<file path="src/rtl/axis_arb_pkg.sv">
// Shared types and constants for the two-requester 10G MAC TX arbiter.
package axis_arb_pkg;
  localparam int C_DATA_W    = 64;
  localparam int C_KEEP_W    = 8;
  localparam int C_PAYLOAD_W = C_DATA_W + C_KEEP_W + 2;
  localparam int C_LINK_WAIT = 63;
  localparam int C_CNT_W     = 16;

  typedef enum logic [1:0] {
    IDLE = 2'd0,
    GNT0 = 2'd1,
    GNT1 = 2'd2
  } arb_state_t;
endpackage

</file>
<file path="src/rtl/axis_reg_slice.sv">
// Two-entry skid buffer: registered valid/data toward the sink and a registered
// ready toward the source, so sink backpressure never reaches the source combinationally.
module axis_reg_slice #(
  parameter int DATA_W = 74
) (
  input  logic              i_clk,
  input  logic              i_rst,
  input  logic              i_valid,
  output logic              o_ready,
  input  logic [DATA_W-1:0] i_data,
  output logic              o_valid,
  input  logic              i_ready,
  output logic [DATA_W-1:0] o_data,
  output logic              o_empty
);
  logic              r_out_vld;
  logic              r_skid_vld;
  logic              r_rdy;
  logic [DATA_W-1:0] r_out_data;
  logic [DATA_W-1:0] r_skid_data;
  logic              w_in_fire;
  logic              w_out_open;

  assign w_in_fire  = i_valid & r_rdy;
  assign w_out_open = ~r_out_vld | i_ready;

  // r_rdy is kept equal to "skid entry free" one edge ahead, so it is a plain flop
  always_ff @(posedge i_clk or posedge i_rst) begin
    if (i_rst) begin
      r_out_vld  <= 1'b0;
      r_skid_vld <= 1'b0;
      r_rdy      <= 1'b0;
      r_out_data <= '0;
    end else if (w_out_open) begin
      r_rdy <= 1'b1;
      if (r_skid_vld) begin
        r_out_vld  <= 1'b1;
        r_out_data <= r_skid_data;
        r_skid_vld <= 1'b0;
      end else begin
        r_out_vld <= w_in_fire;
        if (w_in_fire) r_out_data <= i_data;
      end
    end else if (w_in_fire) begin
      r_skid_vld <= 1'b1;
      r_rdy      <= 1'b0;
    end else begin
      r_rdy <= ~r_skid_vld;
    end
  end

  always_ff @(posedge i_clk) begin
    if (w_in_fire && !w_out_open) r_skid_data <= i_data;
  end

  assign o_ready = r_rdy;
  assign o_valid = r_out_vld;
  assign o_data  = r_out_data;
  assign o_empty = ~r_out_vld & ~r_skid_vld;
endmodule

</file>
<file path="src/rtl/axis_tx_arb.sv">
// Frame-level round-robin arbiter merging two AXI-Stream requesters onto one
// 10G MAC TX port, gated by a link-up qualification counter.
module axis_tx_arb
  import axis_arb_pkg::*;
#(
  parameter int P_LINK_WAIT = C_LINK_WAIT,
  parameter int P_CNT_W     = C_CNT_W
) (
  input  logic                i_clk,
  input  logic                i_rst,
  input  logic                i_link_up,
  input  logic                s0_axis_tvalid,
  output logic                s0_axis_tready,
  input  logic [C_DATA_W-1:0] s0_axis_tdata,
  input  logic                s0_axis_tlast,
  input  logic [C_KEEP_W-1:0] s0_axis_tkeep,
  input  logic                s0_axis_tuser,
  input  logic                s1_axis_tvalid,
  output logic                s1_axis_tready,
  input  logic [C_DATA_W-1:0] s1_axis_tdata,
  input  logic                s1_axis_tlast,
  input  logic [C_KEEP_W-1:0] s1_axis_tkeep,
  input  logic                s1_axis_tuser,
  output logic                m_axis_tx_tvalid,
  input  logic                m_axis_tx_tready,
  output logic [C_DATA_W-1:0] m_axis_tx_tdata,
  output logic                m_axis_tx_tlast,
  output logic [C_KEEP_W-1:0] m_axis_tx_tkeep,
  output logic                m_axis_tx_tuser,
  output logic [P_CNT_W-1:0]  o_frame_cnt0,
  output logic [P_CNT_W-1:0]  o_frame_cnt1,
  output logic                o_busy
);
  localparam int LW = (P_LINK_WAIT < 1) ? 1 : $clog2(P_LINK_WAIT + 1);

  arb_state_t             r_state;
  logic                   r_last;
  logic [LW-1:0]          r_link_cnt;
  logic [P_CNT_W-1:0]     r_cnt0;
  logic [P_CNT_W-1:0]     r_cnt1;
  logic                   w_grant_en;
  logic                   w_slice_rdy;
  logic                   w_slice_empty;
  logic                   w_fire0;
  logic                   w_fire1;
  logic                   w_in_vld;
  logic [C_PAYLOAD_W-1:0] w_in_data;
  logic [C_PAYLOAD_W-1:0] w_out_data;

  assign w_grant_en = (r_link_cnt == LW'(P_LINK_WAIT));

  always_ff @(posedge i_clk or posedge i_rst) begin
    if (i_rst)           r_link_cnt <= '0;
    else if (!i_link_up) r_link_cnt <= '0;
    else if (!w_grant_en) r_link_cnt <= r_link_cnt + LW'(1);
  end

  assign s0_axis_tready = (r_state == GNT0) & w_slice_rdy;
  assign s1_axis_tready = (r_state == GNT1) & w_slice_rdy;
  assign w_fire0        = s0_axis_tvalid & s0_axis_tready;
  assign w_fire1        = s1_axis_tvalid & s1_axis_tready;

  always_comb begin
    w_in_vld  = 1'b0;
    w_in_data = {s0_axis_tdata, s0_axis_tkeep, s0_axis_tlast, s0_axis_tuser};
    case (r_state)
      GNT0: w_in_vld = s0_axis_tvalid;
      GNT1: begin
        w_in_vld  = s1_axis_tvalid;
        w_in_data = {s1_axis_tdata, s1_axis_tkeep, s1_axis_tlast, s1_axis_tuser};
      end
      default: ;
    endcase
  end

  // r_last names the requester that finished most recently; a tie goes to the other one
  always_ff @(posedge i_clk or posedge i_rst) begin
    if (i_rst) begin
      r_state <= IDLE;
      r_last  <= 1'b1;
      r_cnt0  <= '0;
      r_cnt1  <= '0;
    end else begin
      case (r_state)
        IDLE: begin
          if (w_grant_en) begin
            if (s0_axis_tvalid && s1_axis_tvalid) r_state <= r_last ? GNT0 : GNT1;
            else if (s0_axis_tvalid)              r_state <= GNT0;
            else if (s1_axis_tvalid)              r_state <= GNT1;
          end
        end
        GNT0: begin
          if (w_fire0 && s0_axis_tlast) begin
            r_state <= IDLE;
            r_last  <= 1'b0;
            r_cnt0  <= r_cnt0 + P_CNT_W'(1);
          end
        end
        GNT1: begin
          if (w_fire1 && s1_axis_tlast) begin
            r_state <= IDLE;
            r_last  <= 1'b1;
            r_cnt1  <= r_cnt1 + P_CNT_W'(1);
          end
        end
        default: r_state <= IDLE;
      endcase
    end
  end

  axis_reg_slice #(.DATA_W(C_PAYLOAD_W)) u_slice (
    .i_clk   (i_clk),
    .i_rst   (i_rst),
    .i_valid (w_in_vld),
    .o_ready (w_slice_rdy),
    .i_data  (w_in_data),
    .o_valid (m_axis_tx_tvalid),
    .i_ready (m_axis_tx_tready),
    .o_data  (w_out_data),
    .o_empty (w_slice_empty)
  );

  assign {m_axis_tx_tdata, m_axis_tx_tkeep, m_axis_tx_tlast, m_axis_tx_tuser} = w_out_data;
  assign o_frame_cnt0 = r_cnt0;
  assign o_frame_cnt1 = r_cnt1;
  assign o_busy       = (r_state != IDLE) | ~w_slice_empty;
endmodule

</file>
<file path="config.mk">
export PLATFORM = sky130hd
export DESIGN_NAME = axis_tx_arb
export DESIGN_NICKNAME = d
export VERILOG_FILES = /design/src/rtl/axis_arb_pkg.sv /design/src/rtl/axis_reg_slice.sv /design/src/rtl/axis_tx_arb.sv
export SDC_FILE = /design/constraint.sdc
export NUM_CORES = 1
export LEC_CHECK = 0
export BUFFER_PORTS_ARGS = -buffer_cell sky130_fd_sc_hd__buf_2
export CORE_ASPECT_RATIO = 0.6
export CORE_UTILIZATION = 35
export DETAILED_ROUTE_END_ITERATION = 10
export PLACE_DENSITY = 0.58
export SLEW_MARGIN = 10
export SYNTH_ARGS = -nofsm -noshare
export SYNTH_HDL_FRONTEND = slang
export SYNTH_HIERARCHICAL = 1
export SYNTH_SLANG_ARGS = --single-unit
</file>
<file path="constraint.sdc">
create_clock -name i_clk -period 4.35 [get_ports i_clk]
set_clock_uncertainty 0.05 [all_clocks]
set_input_delay 0.435 -clock i_clk [delete_from_list [all_inputs] [get_ports i_clk]]
set_output_delay 0.435 -clock i_clk [all_outputs]
set_load 0.01 [all_outputs]
</file>
==> impl_metrics.yaml, run 1 <==
clock_tree:
  post-cts-setup-buffers: 0
  hold_buffers: 0
  cts-resized-gates: 0
  htreeDepth: 4
  numCtsBuffers: 17
  cts.clk_slew.worst_paths_ns: 0.07
  clock-sinks: 192
  clockBufferDepth: 2
  clock_latency_ns: 0.44
  cts_root_buffer: "clkbuf_16"
  cts_tree: "built"
place:
  dpl_cell_area_um2: 10900
  gp_congestion: 0.762
  port_buffers: 263
  placed_cells: 1178
  post-place-ws_ns: 1.45
  hpwl_um: 14400
critical_path:
  arrival_ns: 2.46
  critical-path-max-stage-delay_ns: 0.63
  cp-end-kind: "output pin"
  r2r_cells: 7
  path_cells: "inv_1 > ha_4 > buf_4 > and2_1 > buf_2"
  critPathMaxFanout: 53
  cp-start-kind: "flop"
  rrSetupSlack_ns: 1.45
  crit_slowest_cell: "buf_4"
  r2r-end: "o_frame_cnt1[14]$_DFFE_PP0P_"
  worstPathRequired_ns: 3.87
  reg2reg_from: "r_state[0]$_DFFE_PP0P_"
  crit_type: "flop to output pin"
global_route:
  grt_pass1_vias: 5398
  antenna_found_initial: 2
  grt_pass1_wl_um: 31200
  grt_max_degree: 75
  globalRouteOverflowTotal: 0
  grt_use_total_pct: 15.2
detailed_routing:
  wire_per_inst_um: 17.0
  drt-total-wl_um: 20600
  via_per_inst: 4.54
  drt_pass1_iterations: 4
  ant_nets: 0
  drc: 0
  dr.first_iter.drc_count: 237
  vias: 5502
power_and_ir_drop:
  power_mw: 3.64
  p_int_mw: 2.80
  p_comb_share_pct: 5.4
  vdd_ir_drop_max_uv: 216
  total_leakage_power_nw: 5.40
  p_clk_share_pct: 42.9
  powerDensity_nw_per_um2: 316
  seq_power_share_pct: 51.7
  netSwitchingPower_mw: 0.838
  swShare_pct: 23.0
finish:
  final_common_cell: "buf_2"
  fin_nets: 1005
  final_cell_mix: "263 x buf_2, 116 x dfrtp_1, 114 x mux2_2, 107 x mux2_4, 74 x edfxtp_1"
  design_area_um2: 11500
  drive_above_1_share_pct: 63.1
  synthToLayoutAreaGrowth_pct: 23.6
  final_cells: 1211
  final_util_pct: 44.8
timing:
  relSlewSlack_pct: 46.3
  fin_tns_setup_ns: 0
  hold-worst-slack_ns: 0.000120
  setup_viol: 0
  slew_viol_final: 0
  tightest_slew_ns: 0.805
  rsz0062_at_grt: "no"
  fin_crit_sh_pct: 67.6
  min_period_ns: 2.94
  hold_viol: 0
  fmax_ghz: 0.340
  setup_ws_ns: 1.41
synthesis:
  yosys_warnings: 6
  yosysSeqAreaShare_pct: 55.5
  synthArstFlopShare_pct: 61.5
  synth_nets: 741
  netlist-cell-type-count: 41
  synth_top_family_by_area: "multiplexers"
  synth_xor_area_share_pct: 3.10
  synth_area_um2: 9320
  synth_compound_area_share_pct: 0.899
  synth_edf_count: 74
  synth_largest_area_cell: "dfrtp_1"
  ys_seq_elements: 192
  synth_top_area_share_pct: 31.4
  yosys.area_share.simple_pct: 5.18
  ys.flop_type: "dfrtp_1"
  syn_inst: 581
  synth_mux_area_share_pct: 31.6
  synth_fa_ha_area_share_pct: 0.805
  synthTopCellsByArea: "dfrtp_1 31%, edfxtp_1 24%, mux2_4 17%, mux2_2 14%, xnor2_1 2.2%"
  avgSynthCellArea_um2: 16.0
floorplanning:
  io_pins: 264
  die-area_um2: 27300
  coreArea_um2: 25700
  die_y_um: 128
  num_rows: 45
  start_util_pct: 36.2
  die_x_um: 213
min_path:
  hold_path_class: "input pin to async pin"
outcome:
  outcome: "finished clean"
flow_run:
  max_cap_violations: 0
## cell usage after synthesis, drive strengths merged, types with 2 or more instances
library cell / n
nor3: 3
dfrtp: 117
nand4: 7
o21a: 2
a21oi: 3
mux2i: 3
nand3: 15
and4: 3
nand2: 20
xnor2: 23
and2: 4
nor4: 3
nor2b: 3
ha: 6
buf: 26
and3: 5
mux2: 223
inv: 9
xor2: 10
edfxtp: 74
nor2: 11
o31ai: 2
a22oi: 2
## routing by layer
metal / up-vias / part of all wire, % / track usage (%)
met5: - / 0.039 / 0
met4: 2 / 0.90 / 3.30
met3: 14 / 6.6 / 5.37
met2: 153 / 42 / 21.6
met1: 2677 / 50 / 22.1
li1: 2656 / - / -
## worst max-delay path, delay by kind of cell, from the launching register on
kind | cells | cell delay (ns)
DFF | 1 | 0.38
adders and majority gates | 1 | 0.41
and+or+nand+nor | 1 | 0.23
buffers and inverters | 3 | 0.91
## logic make-up after synthesis
logic type / after synthesis
AND/OR/NAND/NOR: 77
buffers and inverters: 35
XOR/XNOR: 33
adder cells (fa/ha/maj): 6
flip-flops: 192
multiplexers: 226
AO/OA/AOI/OAI: 12
## area by class of cell
type,instances,area (um^2)
Multi-Input combinational cell,354,3900
Clock inverter,15,151
Clock buffer,17,425
Fill cell,2335,14200
Inverter,9,35.0
Sequential cell,192,5180
Antenna cell,1,2.50
Timing Repair Buffer,271,1390
Tap cell,352,440
## power groups by stage
| stage | Sequential [mW] | Combinational, mW | Clock (mW) |
|---|---|---|---|
| after floorplan | 1.92 | 0.103 | 0 |
| after global placement | 1.92 | 0.198 | 0 |
| after detailed placement | 1.92 | 0.200 | 0 |
| after CTS | 1.88 | 0.201 | 1.60 |
| after global routing | 1.88 | 0.219 | 1.67 |
| final | 1.88 | 0.197 | 1.56 |
## worst max path at each step
stage | startpoint | end | slack (ns) | cells after the start
final | r_state[0]$_DFFE_PP0P_ | s1_axis_tready | 1.41 | 5
after global routing | r_state[0]$_DFFE_PP0P_ | s1_axis_tready | 1.26 | 5
after CTS | r_state[0]$_DFFE_PP0P_ | s1_axis_tready | 1.37 | 5
after detailed placement | r_state[0]$_DFFE_PP0P_ | o_frame_cnt1[14]$_DFFE_PP0P_ | 1.45 | 7
after global placement | r_state[0]$_DFFE_PP0P_ | o_frame_cnt1[14]$_DFFE_PP0P_ | 1.55 | 7
after floorplan | r_state[0]$_DFFE_PP0P_ | u_slice/r_skid_data[0]$_DFFE_PP_ | 0.87 | 7
## registers in the layout, summed over array words and instances (netlist names)
register and cells:
u_slice/o_valid 1, u_slice/r_skid_vld 1, r_last 1, o_frame_cnt1 16
u_slice/o_data 74, u_slice/r_skid_data 74, o_frame_cnt0 16, u_slice/o_ready 1
r_state 2, r_link_cnt 6
No activity file was read; power rests on OpenSTA's default activity.
==> run 2: changes to the inputs <==
- PLACE_DENSITY: 0.58 -> 0.61
- clock period: 4.35 -> 2.7 ns (I/O delays scaled with it)
==> impl_metrics.yaml, run 2 (synthesized netlist as in run 1, its figures left out) <==
detailed_routing:
  wire_per_inst_um: 16.2
  via_per_inst: 4.56
  vias: 5548
  dr.first_iter.drc_count: 256
  drc: 0
  ant_nets: 0
  wl_met2_um: 8630
  wl_met1_um: 9900
  drt-total-wl_um: 19700
  drt_pass1_iterations: 4
  top_layer_used: "met4"
  route.met3.wl_um: 1020
timing:
  fmax_ghz: 0.441
  rsz0062_at_grt: "no"
  relSlewSlack_pct: 47.9
  fin_crit_sh_pct: 84.0
  slew_viol_final: 0
  fin_tns_setup_ns: 0
  min_period_ns: 2.27
  tightest_slew_ns: 0.782
  setup_viol: 0
  setup_ws_ns: 0.432
  hold_viol: 0
finish:
  final_common_cell: "buf_2"
  drive_above_1_share_pct: 62.8
  multiInputGateArea_um2: 3900
  fillers: 2324
  synthToLayoutAreaGrowth_pct: 25.1
  design_area_um2: 11700
  register_area_um2: 5180
  final_cell_mix: "263 x buf_2, 116 x dfrtp_1, 114 x mux2_2, 107 x mux2_4, 74 x edfxtp_1"
  fin_nets: 1010
  final_util_pct: 45.3
critical_path:
  startpoint: "r_state[1]$_DFFE_PP0P_"
  critPathMaxFanout: 41
  arrival_ns: 2.53
  r2r-end: "u_slice/o_data[31]$_DFFE_PP0P_"
  worstPathRequired_ns: 2.96
  crit_type: "flop to flop"
  rrSetupSlack_ns: 0.43
  crit_slowest_cell: "dfrtp_1"
  r2r_cells: 8
  reg2reg_from: "r_state[1]$_DFFE_PP0P_"
  path_cells: "inv_1 > ha_1 > a22oi_1 > nor2b_1 > a21oi_2 > nor2_4 > buf_12 > mux2_2"
  endpoint: "u_slice/o_data[31]$_DFFE_PP0P_"
  critical-path-max-stage-delay_ns: 0.41
  cp-end-kind: "flop"
  cp-start-kind: "flop"
global_route:
  grt_pass1_wl_um: 31200
  grt_pass1_vias: 5620
  antenna_found_initial: 2
  grt_max_degree: 43
  grt_use_total_pct: 14.8
  globalRouteOverflowTotal: 0
floorplanning:
  num_rows: 45
  die_y_um: 128
  die-area_um2: 27300
  start_util_pct: 36.2
  coreArea_um2: 25700
  die_x_um: 213
  io_pins: 264
clock_tree:
  post-cts-setup-buffers: 0
  numCtsBuffers: 17
  cts-resized-gates: 0
  cts_root_buffer: "clkbuf_16"
  cts.clk_slew.worst_paths_ns: 0.07
  clock-sinks: 192
  cts_tree: "built"
  htreeDepth: 4
  clock_latency_ns: 0.42
  clockBufferDepth: 2
  hold_buffers: 1
place:
  post-place-ws_ns: 0.429
  hpwl_um: 14000
  gp_congestion: 0.746
  dpl_cell_area_um2: 11000
  port_buffers: 263
min_path:
  hold_path_class: "input pin to flop"
  hold_depth: 2
power_and_ir_drop:
  total_leakage_power_nw: 5.47
  power_mw: 5.96
  vdd_ir_drop_max_uv: 366
  powerDensity_nw_per_um2: 511
outcome:
  outcome: "finished clean"
flow_run:
  max_cap_violations: 0
[run 2: worst min-delay path by stage]
stage	startpoint	end	slack [ns]
finish	i_link_up	r_link_cnt[3]$_DFFE_PP0P_	0.08
global route	i_link_up	r_link_cnt[3]$_DFFE_PP0P_	0.08
CTS	i_link_up	r_link_cnt[3]$_DFFE_PP0P_	0.06
detailed placement	i_rst	o_frame_cnt1[4]$_DFFE_PP0P_	0.24
global placement	i_rst	o_frame_cnt1[3]$_DFFE_PP0P_	0.23
floorplan	i_link_up	r_link_cnt[3]$_DFFE_PP0P_	0.34
[run 2: worst max-delay path: cells and delay by family, from the launching register on]
family / cells / cell delay, ns
simple gates: 2 / 0.38
flops: 1 / 0.41
compound gates: 2 / 0.22
fa+ha+maj: 1 / 0.27
mux: 1 / 0.38
buf+inv: 2 / 0.42
[run 2: area by class of cell]
class / count / area share [%]
antenna: 2 / 0.0429
clock buffer: 19 / 3.80
clock inverter: 13 / 1.36
inverter: 9 / 0.300
multi-input combinational: 354 / 33.4
sequential: 192 / 44.4
tap: 352 / 3.78
timing repair buffer: 276 / 12.9
[run 2: power breakdown]
group / total (mW) / switching (mW) / leakage, nW / internal, mW
clock: 2.61 / 1.12 / 0.293 / 1.49
sequential: 3.04 / 0.00316 / 2.30 / 3.03
combinational: 0.315 / 0.125 / 2.88 / 0.190
[run 2: metrics by stage]
stage          hold WS, ns  std cells
2_1_floorplan        0.342        581
3_3_place_gp         0.234       1182
3_5_place_dp         0.241       1182
4_1_cts             0.0555       1215
5_1_grt             0.0764       1215
6_report            0.0817       1217
[run 2: per-layer routing]
metal / up-vias / track usage (%)
met2: 141 / 22.1
met5: - / 0
met1: 2733 / 21.2
li1: 2663 / -
met4: 0 / 3.68
met3: 11 / 4.20
==> run 3: changes to the inputs <==
- ABC_AREA: unset -> 1
- clock period: 2.7 -> 1.8 ns (I/O delays scaled with it)
==> impl_metrics.yaml, run 3 <==
synthesis:
  synthTopCellsByCount: "443 x nand2_1, 117 x dfrtp_1, 87 x nand3_1, 74 x edfxtp_1, 74 x mux2_2"
  synth_nets: 1140
  synth_area_um2: 9190
  avgSynthCellArea_um2: 9.38
  synth_top_area_share_pct: 31.9
  syn_inst: 980
  synthArstFlopShare_pct: 61.5
  synthTopCellsByArea: "dfrtp_1 32%, edfxtp_1 24%, nand2_1 18%, mux2_2 9.1%, nand3_1 4.7%"
  yosysSeqAreaShare_pct: 56.3
  ys.flop_type: "dfrtp_1"
  yosysMostFrequentCell: "nand2_1"
  synth_edf_count: 74
  netlist-cell-type-count: 30
  yosys_warnings: 6
  synth_largest_area_cell: "dfrtp_1"
  ys_seq_elements: 192
finish:
  design_area_um2: 12500
  synthToLayoutAreaGrowth_pct: 36.0
  final_util_pct: 49.0
  fin_nets: 1470
  final_common_cell: "nand2_1"
  drive_above_1_share_pct: 32.7
  final_cells: 1676
  final_cell_mix: "439 x nand2_1, 263 x buf_2, 116 x dfrtp_1, 87 x nand3_1"
critical_path:
  reg2reg_from: "r_state[0]$_DFFE_PP0P_"
  r2r_cells: 7
  worstPathRequired_ns: 1.90
  crit_type: "flop to flop"
  critPathMaxFanout: 15
  r2r-end: "u_slice/r_skid_data[22]$_DFFE_PP_"
  cp-start-kind: "flop"
  cp-end-kind: "flop"
  rrSetupSlack_ns: 0.004
  startpoint: "r_state[0]$_DFFE_PP0P_"
  arrival_ns: 1.90
clock_tree:
  cts.clk_slew.worst_paths_ns: 0.07
  cts_root_buffer: "clkbuf_16"
  clock-sinks: 192
  htreeDepth: 4
  clock_latency_ns: 0.45
  cts_tree: "built"
  numCtsBuffers: 17
  clockBufferDepth: 2
timing:
  min_period_ns: 1.80
  hold_viol: 0
  setup_ws_ns: 0.00368
  setup_viol: 0
  slew_viol_final: 0
  fin_tns_setup_ns: 0
  relSlewSlack_pct: 59.8
  tightest_slew_ns: 0.602
  fmax_ghz: 0.557
  hold-worst-slack_ns: 0.0215
  fin_crit_sh_pct: 99.8
  rsz0062_at_grt: "yes"
global_route:
  grt_pass1_vias: 7336
  grt_pass1_wl_um: 39500
  grt_max_degree: 78
  grt_use_total_pct: 19.0
  antenna_found_initial: 1
  globalRouteOverflowTotal: 0
power_and_ir_drop:
  vdd_ir_drop_max_uv: 628
  power_mw: 16.1
  powerDensity_nw_per_um2: 1290
  total_leakage_power_nw: 6.23
detailed_routing:
  route.met3.wl_um: 1530
  wl_met2_um: 10900
  vias: 7676
  ant_nets: 0
  top_layer_used: "met4"
  dr.first_iter.drc_count: 447
  drt-total-wl_um: 25400
  wl_met1_um: 12700
  via_per_inst: 4.58
  drc: 0
  drt_pass1_iterations: 5
  wire_per_inst_um: 15.2
outcome:
  outcome: "finished clean"
floorplanning:
  die-area_um2: 26900
  num_rows: 45
  start_util_pct: 36.0
  die_x_um: 211
  coreArea_um2: 25500
  io_pins: 264
  die_y_um: 128
place:
  port_buffers: 263
  dpl_cell_area_um2: 11100
  placed_cells: 1578
  hpwl_um: 16600
  gp_congestion: 0.807
  post-place-ws_ns: -0.0724
min_path:
  min_from: "s1_axis_tdata[23]"
  holdPathEnd: "u_slice/r_skid_data[33]$_DFFE_PP_"
  hold_depth: 2
  hold_path_class: "input pin to flop"
flow_run:
  max_cap_violations: 0
## run 3: cell types whose count changed in the layout (fill, tap and decap cells not counted), moves of 13 or more
cell and delta:
inv_1 +26, nand3_1 +72, buf_4 +13, nand2_1 +419, mux2_4 -107, mux2_2 -40
xnor2_1 -17, nor2_1 +17, dlygate4sd3_1 +58
## run 3: layer usage
metal	global-route usage [%]	vias to the layer above
met5	0	-
met4	4.35	0
met3	5.06	22
met2	28.1	218
met1	27.7	3617
li1	-	3819
## run 3: area by class of cell
| type | count | area [um^2] |
|---|---|---|
| Fill cell | 2396 | 13000 |
| Inverter | 38 | 146 |
| Tap cell | 352 | 440 |
| Antenna cell | 1 | 2.50 |
| Multi-Input combinational cell | 700 | 3690 |
| Sequential cell | 192 | 5180 |
| Clock inverter | 10 | 111 |
| Timing Repair Buffer | 361 | 2460 |
| Clock buffer | 22 | 464 |
## run 3: worst max-delay path by stage
stage,end,slack (ns),cells after the start
6_report,u_slice/r_skid_data[22]$_DFFE_PP_,0.004,7
5_1_grt,u_slice/r_skid_data[19]$_DFFE_PP_,-0.1,7
4_1_cts,u_slice/r_skid_data[19]$_DFFE_PP_,-0.03,7
3_5_place_dp,u_slice/r_skid_data[0]$_DFFE_PP_,-0.07,6
3_3_place_gp,u_slice/r_skid_data[58]$_DFFE_PP_,-0.07,6
2_1_floorplan,u_slice/r_skid_data[0]$_DFFE_PP_,-0.77,7
## run 3: report_power, final
| part | switching (mW) | internal, mW | leakage [nW] |
|---|---|---|---|
| Clock | 1.66 | 2.11 | 0.278 |
| Sequential | 0.579 | 5.67 | 2.14 |
| Combinational | 3.36 | 2.76 | 3.82 |
| Total | 5.60 | 10.5 | 6.23 |
## run 3: timing repair
action	in CTS	in global routing
hold endpoints to repair	154	0
hold buffers	59	0
pin swaps	1	1
endpoints found under the setup margin	81	152
resized for setup	12	6
setup buffers	3	1
gates cloned	2	1
## run 3: critical path, stage by stage (launching register included)
cell and delay, ns:
dfrtp_1 0.39, inv_2 0.07, ha_1 0.27, a21boi_2 0.15, nand2_2 0.08, nor2_4 0.16, buf_12 0.16, buf_12 0.16
## run 3: cells by family after synthesis
group,count (synthesis),share of synthesized area [%]
AOI/OAI and AO/OA,14,0.817
xor gates and xnor gates,25,2.38
adders and majority gates,6,0.817
buffers and inverters,88,4.42
DFF,192,56.3
muxes,74,9.07
and+or+nand+nor,581,26.2
